===== src/rtl/vga_timing_pkg.sv =====
// Default 640x480@60 timing constants and the derived totals and window bounds.
package vga_timing_pkg;
  localparam int CNT_W = 10;

  localparam int H_SYNC_DEF  = 96;
  localparam int H_BACK_DEF  = 48;
  localparam int H_ACT_DEF   = 640;
  localparam int H_FRONT_DEF = 16;
  localparam int V_SYNC_DEF  = 2;
  localparam int V_BACK_DEF  = 33;
  localparam int V_ACT_DEF   = 480;
  localparam int V_FRONT_DEF = 10;

  localparam int H_TOT       = H_SYNC_DEF + H_BACK_DEF + H_ACT_DEF + H_FRONT_DEF;
  localparam int V_TOT       = V_SYNC_DEF + V_BACK_DEF + V_ACT_DEF + V_FRONT_DEF;
  localparam int H_ACT_START = H_SYNC_DEF + H_BACK_DEF;
  localparam int H_ACT_STOP  = H_ACT_START + H_ACT_DEF - 1;
  localparam int V_ACT_START = V_SYNC_DEF + V_BACK_DEF;
  localparam int V_ACT_STOP  = V_ACT_START + V_ACT_DEF - 1;

  function automatic logic [CNT_W-1:0] to_cnt(input int value);
    return value[CNT_W-1:0];
  endfunction
endpackage


===== src/rtl/vga_axis_counter.sv =====
// Wrapping timing counter for one screen axis with sync, active-window and coordinate decode.
module vga_axis_counter
  import vga_timing_pkg::*;
#(
  parameter int SYNC  = H_SYNC_DEF,
  parameter int BACK  = H_BACK_DEF,
  parameter int ACT   = H_ACT_DEF,
  parameter int FRONT = H_FRONT_DEF
) (
  input  logic             clk,
  input  logic             rst,
  input  logic             en,
  output logic             wrap,
  output logic             sync_n,
  output logic             active,
  output logic [CNT_W-1:0] coord
);
  localparam logic [CNT_W-1:0] LAST      = to_cnt(SYNC + BACK + ACT + FRONT - 1);
  localparam logic [CNT_W-1:0] SYNC_END  = to_cnt(SYNC);
  localparam logic [CNT_W-1:0] ACT_START = to_cnt(SYNC + BACK);
  localparam logic [CNT_W-1:0] ACT_STOP  = to_cnt(SYNC + BACK + ACT - 1);

  logic [CNT_W-1:0] cnt;

  always_ff @(posedge clk or posedge rst) begin
    if (rst)
      cnt <= '0;
    else if (en)
      cnt <= (cnt == LAST) ? '0 : cnt + 1'b1;
  end

  assign wrap   = en && (cnt == LAST);
  assign sync_n = (cnt >= SYNC_END);
  assign active = (cnt >= ACT_START) && (cnt <= ACT_STOP);
  assign coord  = active ? cnt - ACT_START : '0;
endmodule


===== src/rtl/vga_controller.sv =====
// VGA timing generator: H/V axis counters, registered sync/blank/coordinates, gated colour path.
module vga_controller
  import vga_timing_pkg::*;
#(
  parameter int H_SYNC  = H_SYNC_DEF,
  parameter int H_BACK  = H_BACK_DEF,
  parameter int H_ACT   = H_ACT_DEF,
  parameter int H_FRONT = H_FRONT_DEF,
  parameter int V_SYNC  = V_SYNC_DEF,
  parameter int V_BACK  = V_BACK_DEF,
  parameter int V_ACT   = V_ACT_DEF,
  parameter int V_FRONT = V_FRONT_DEF
) (
  input  logic       iCLK,
  input  logic       iRST,
  input  logic [3:0] iCursor_RGB_EN,
  input  logic [9:0] iRed,
  input  logic [9:0] iGreen,
  input  logic [9:0] iBlue,
  output logic [9:0] oCoord_X,
  output logic [9:0] oCoord_Y,
  output logic [9:0] oVGA_R,
  output logic [9:0] oVGA_G,
  output logic [9:0] oVGA_B,
  output logic       oVGA_H_SYNC,
  output logic       oVGA_V_SYNC,
  output logic       oVGA_SYNC,
  output logic       oVGA_BLANK
);
  logic             h_wrap, h_sync_n, h_active;
  logic             v_wrap, v_sync_n, v_active;
  logic [CNT_W-1:0] h_coord, v_coord;
  logic             visible;
  logic             unused;

  vga_axis_counter #(
    .SYNC(H_SYNC), .BACK(H_BACK), .ACT(H_ACT), .FRONT(H_FRONT)
  ) u_h_axis (
    .clk(iCLK), .rst(iRST), .en(1'b1),
    .wrap(h_wrap), .sync_n(h_sync_n), .active(h_active), .coord(h_coord)
  );

  // The vertical axis only steps when the line counter wraps.
  vga_axis_counter #(
    .SYNC(V_SYNC), .BACK(V_BACK), .ACT(V_ACT), .FRONT(V_FRONT)
  ) u_v_axis (
    .clk(iCLK), .rst(iRST), .en(h_wrap),
    .wrap(v_wrap), .sync_n(v_sync_n), .active(v_active), .coord(v_coord)
  );

  assign visible = h_active && v_active;
  assign unused  = ^{iCursor_RGB_EN[3], v_wrap};

  // Output stage: one cycle behind the counters.
  always_ff @(posedge iCLK or posedge iRST) begin
    if (iRST) begin
      oVGA_H_SYNC <= 1'b1;
      oVGA_V_SYNC <= 1'b1;
      oVGA_BLANK  <= 1'b0;
      oCoord_X    <= '0;
      oCoord_Y    <= '0;
    end else begin
      oVGA_H_SYNC <= h_sync_n;
      oVGA_V_SYNC <= v_sync_n;
      oVGA_BLANK  <= visible;
      oCoord_X    <= visible ? h_coord : '0;
      oCoord_Y    <= visible ? v_coord : '0;
    end
  end

  assign oVGA_SYNC = 1'b0;
  assign oVGA_R    = (oVGA_BLANK && iCursor_RGB_EN[2]) ? iRed   : '0;
  assign oVGA_G    = (oVGA_BLANK && iCursor_RGB_EN[1]) ? iGreen : '0;
  assign oVGA_B    = (oVGA_BLANK && iCursor_RGB_EN[0]) ? iBlue  : '0;
endmodule


===== config.mk =====
export PLATFORM = sky130hd
export DESIGN_NAME = vga_controller
export DESIGN_NICKNAME = d
export VERILOG_FILES = /design/src/rtl/vga_timing_pkg.sv /design/src/rtl/vga_axis_counter.sv /design/src/rtl/vga_controller.sv
export SDC_FILE = /design/constraint.sdc
export NUM_CORES = 1
export LEC_CHECK = 0
export CAP_MARGIN = 15
export CORE_MARGIN = 2
export CORE_UTILIZATION = 49
export DETAILED_ROUTE_END_ITERATION = 10
export PLACE_DENSITY_LB_ADDON = 0.15
export SLEW_MARGIN = 20
export SYNTH_ARGS = -nofsm -noshare
export SYNTH_HDL_FRONTEND = slang
export SYNTH_HIERARCHICAL = 1
export SYNTH_SLANG_ARGS = --single-unit

===== constraint.sdc =====
create_clock -name iCLK -period 3.3 [get_ports iCLK]
set_input_delay 0.825 -clock iCLK [delete_from_list [all_inputs] [get_ports iCLK]]
set_output_delay 0.825 -clock iCLK [all_outputs]
set_load 0.05 [all_outputs]

==> flow_summary_export.csv <==
group,metric,value,unit
placement,hpwl,5090,microns
synth,netlist_area,2620,sq um
clocking,tritoncts,"yes",
timing,relSlewSlack,48.1,%
clocking,cts_hold_buf,0,
setup_path,worst-path-max-fanout,10,
route,wl_per_cell,15.0,microns
synth,syn_inst,280,
route,drc,0,
placement,globalplace.congestion,0.886,
setup_path,worst_path_max_delay_cell,"clkdlybuf4s50_1",
timing,hold_violations,0,
die,start_util,50.9,%
clocking,clk_pin_slew,80,ps
placement,dp.cells,422,
synth,synth_cell_types,54,
setup_path,crit_path_end_kind,"output port",
global_routing,grt_pass1_vias,2137,
synth,yosys_most_used_dff,"dfrtp_1",
timing,setup_violations,0,
timing,rsz0062_at_grt,"false",
run_status,status,"finished clean",
clocking,cts_buffers,5,
clocking,cts-htree-levels,2,
power_and_ir_drop,vdd_drop_max,0.000379,V
timing,drv_slew,0,
route,vias,2300,
power_and_ir_drop,power.density,544,nW/um^2
global_routing,overflow,0,
placement,placed_area,3790,sq um
global_routing,grtUsageTotal,22.7,%
die,die_area,5940,sq um
timing,layout_min_cycle_time,2690,ps
synth,synth-async-reset-ratio,100,%
clocking,clock_latency,290,ps
setup_path,crit_chain,"clkdlybuf4s50_1 -> and3_1 -> buf_12",
die,die_w,77.1,microns
route,drt_iter0_drc,68,
route,via_per_inst,5.35,
final_layout,syn_to_final_growth,48.3,%
timing,worst_pin_slew,778,ps
route,routed_wl,6450,microns
timing,skew,12.2,ps
synth,ys_seq_elements,43,
die,rows,26,
synth,synth_top_area_share,39.2,%
placement,io_buffer_count,87,
global_routing,grt_max_degree,32,
die,core,5140,sq um
global_routing,grt_pass1_wl,10800,microns
power_and_ir_drop,p_leak,1.79,nW
clocking,cts-root-buf,"clkbuf_8",
final_layout,layout_common_cells,"57 x clkdlybuf4s50_1, 55 x and3_1, 41 x dfrtp_1, 30 x buf_12",
final_layout,design_area,3880,sq um
setup_path,path_class,"primary input to output port",
timing,fmax,0.372,GHz
clocking,cts.sinks,43,
setup_path,cp_data_required_time,2470,ps
clocking,cts.repair.resized,0,
route,drt_first_pass_iters,4,
placement,pre_cts_ws,612,ps
setup_path,critPathLaunchType,"primary input",
final_layout,stdcell_count,430,
flow_run,cap_violations,0,
route,final_antenna_net_count,0,
synth,yosys.area.top_type,"dfrtp_1",
timing,timing.final.crit_share,81.4,%
final_layout,diodes,0,
setup_path,critPathArrivalTime,1860,ps
worst_hold_path,hold_path.class,"flop to flop",
die,ios,90,
final_layout,final_nets,405,
die,dieHeight,77.1,microns
final_layout,drive_above_1_share,15.3,%
final_layout,final_common_cell,"clkdlybuf4s50_1",
global_routing,antenna_found_initial,0,
setup_path,cpPeakStageDelay,620,ps
synth,synth_area_leaders,"dfrtp_1 39%, and3_1 13%, ha_1 4.8%, xnor2_1 3.3%, inv_1 2.3%",
clocking,cts_setup_buffers,0,
synth,avgSynthCellArea,9.34,sq um
synth,synth_seq_area_share,41.2,%
synth,synth_edf_count,0,
timing,fin_setup_tns,0,ps
synth,yosysWarnings,6,
timing,worst_slack,614,ps
clocking,cts_buffer_depth,2,
## cells by family after synthesis
family	after synthesis	synth area share (%)
DFF	43	41.2
muxes	2	0.957
and+or+nand+nor	126	28.1
AOI/OAI and AO/OA	44	13.0
buffers and inverters	40	7.27
xor gates and xnor gates	13	4.35
adders and majority gates	10	4.78
other	2	0.287
## layer usage
layer  wire length [microns]  global-route usage [%]
met4                      64                    5.89
met2                    3080                    38.1
met3                     416                    5.41
met5                       0                       0
met1                    2890                    29.6
## cell usage after synthesis, drive strengths merged (3+ instances only)
master  instances
and2            3
ha             10
nor2b           3
a21oi           8
nand3           6
nor3            6
and3           55
dfrtp          41
nand2b          3
inv            16
a21o            3
clkbuf          9
xnor2          10
or4             3
buf            15
a211oi          7
a221oi          4
nor4            3
nand4           6
nand2          14
o21ai           8
nor2           17
xor2            3
## power breakdown
part	switching [mW]	internal, mW
sequential	0.102	0.629
combinational	0.619	0.445
clock	0.166	0.149
## worst max-delay path: cells and delay by family
kind / cells / cell delay (ps)
AND/OR/NAND/NOR: 1 / 270
buffers and inverters: 2 / 770
## sequential cells by signal (all words and copies together) (netlist names)
| register | cells |
|---|---|
| oVGA_H_SYNC | 1 |
| oCoord_Y | 10 |
| oVGA_BLANK | 1 |
| oCoord_X | 10 |
| u_h_axis/cnt | 10 |
| u_v_axis/cnt | 10 |
| oVGA_V_SYNC | 1 |
## stage by stage
step	hold WS, ps	utilization (%)	power, mW
finish	584	75.5	2.11
global route	624	75.5	2.23
CTS	589	75.5	2.13
detailed placement	574	73.8	1.81
global placement	578	73.8	1.79
floorplan	532	-	1.41
## layout make-up
type	instances	area, sq um
fill	369	1260
timing repair buffer	91	1200
clock buffer	6	72.6
multi-input combinational	202	1370
sequential	43	1080
inverter	16	60.1
tap	70	87.6
clock inverter	2	13.8
## path summary, 6_finish.rpt
kind / from / to / slack [ps] / cells past startpoint
max: iCursor_RGB_EN[2] / oVGA_R[4] / 610 / 3
min: u_v_axis/cnt[7] / u_v_axis/cnt[7] / 580 / 1
max reg2reg: u_v_axis/cnt[0] / oCoord_Y[8] / 800 / 6
min reg2reg: u_v_axis/cnt[7] / u_v_axis/cnt[7] / 580 / 1
max in group asynchronous: iRST / oCoord_X[4] / 1720 / 2
min in group asynchronous: iRST / u_v_axis/cnt[5] / 910 / 2
No activity file was read; power rests on OpenSTA's default activity.
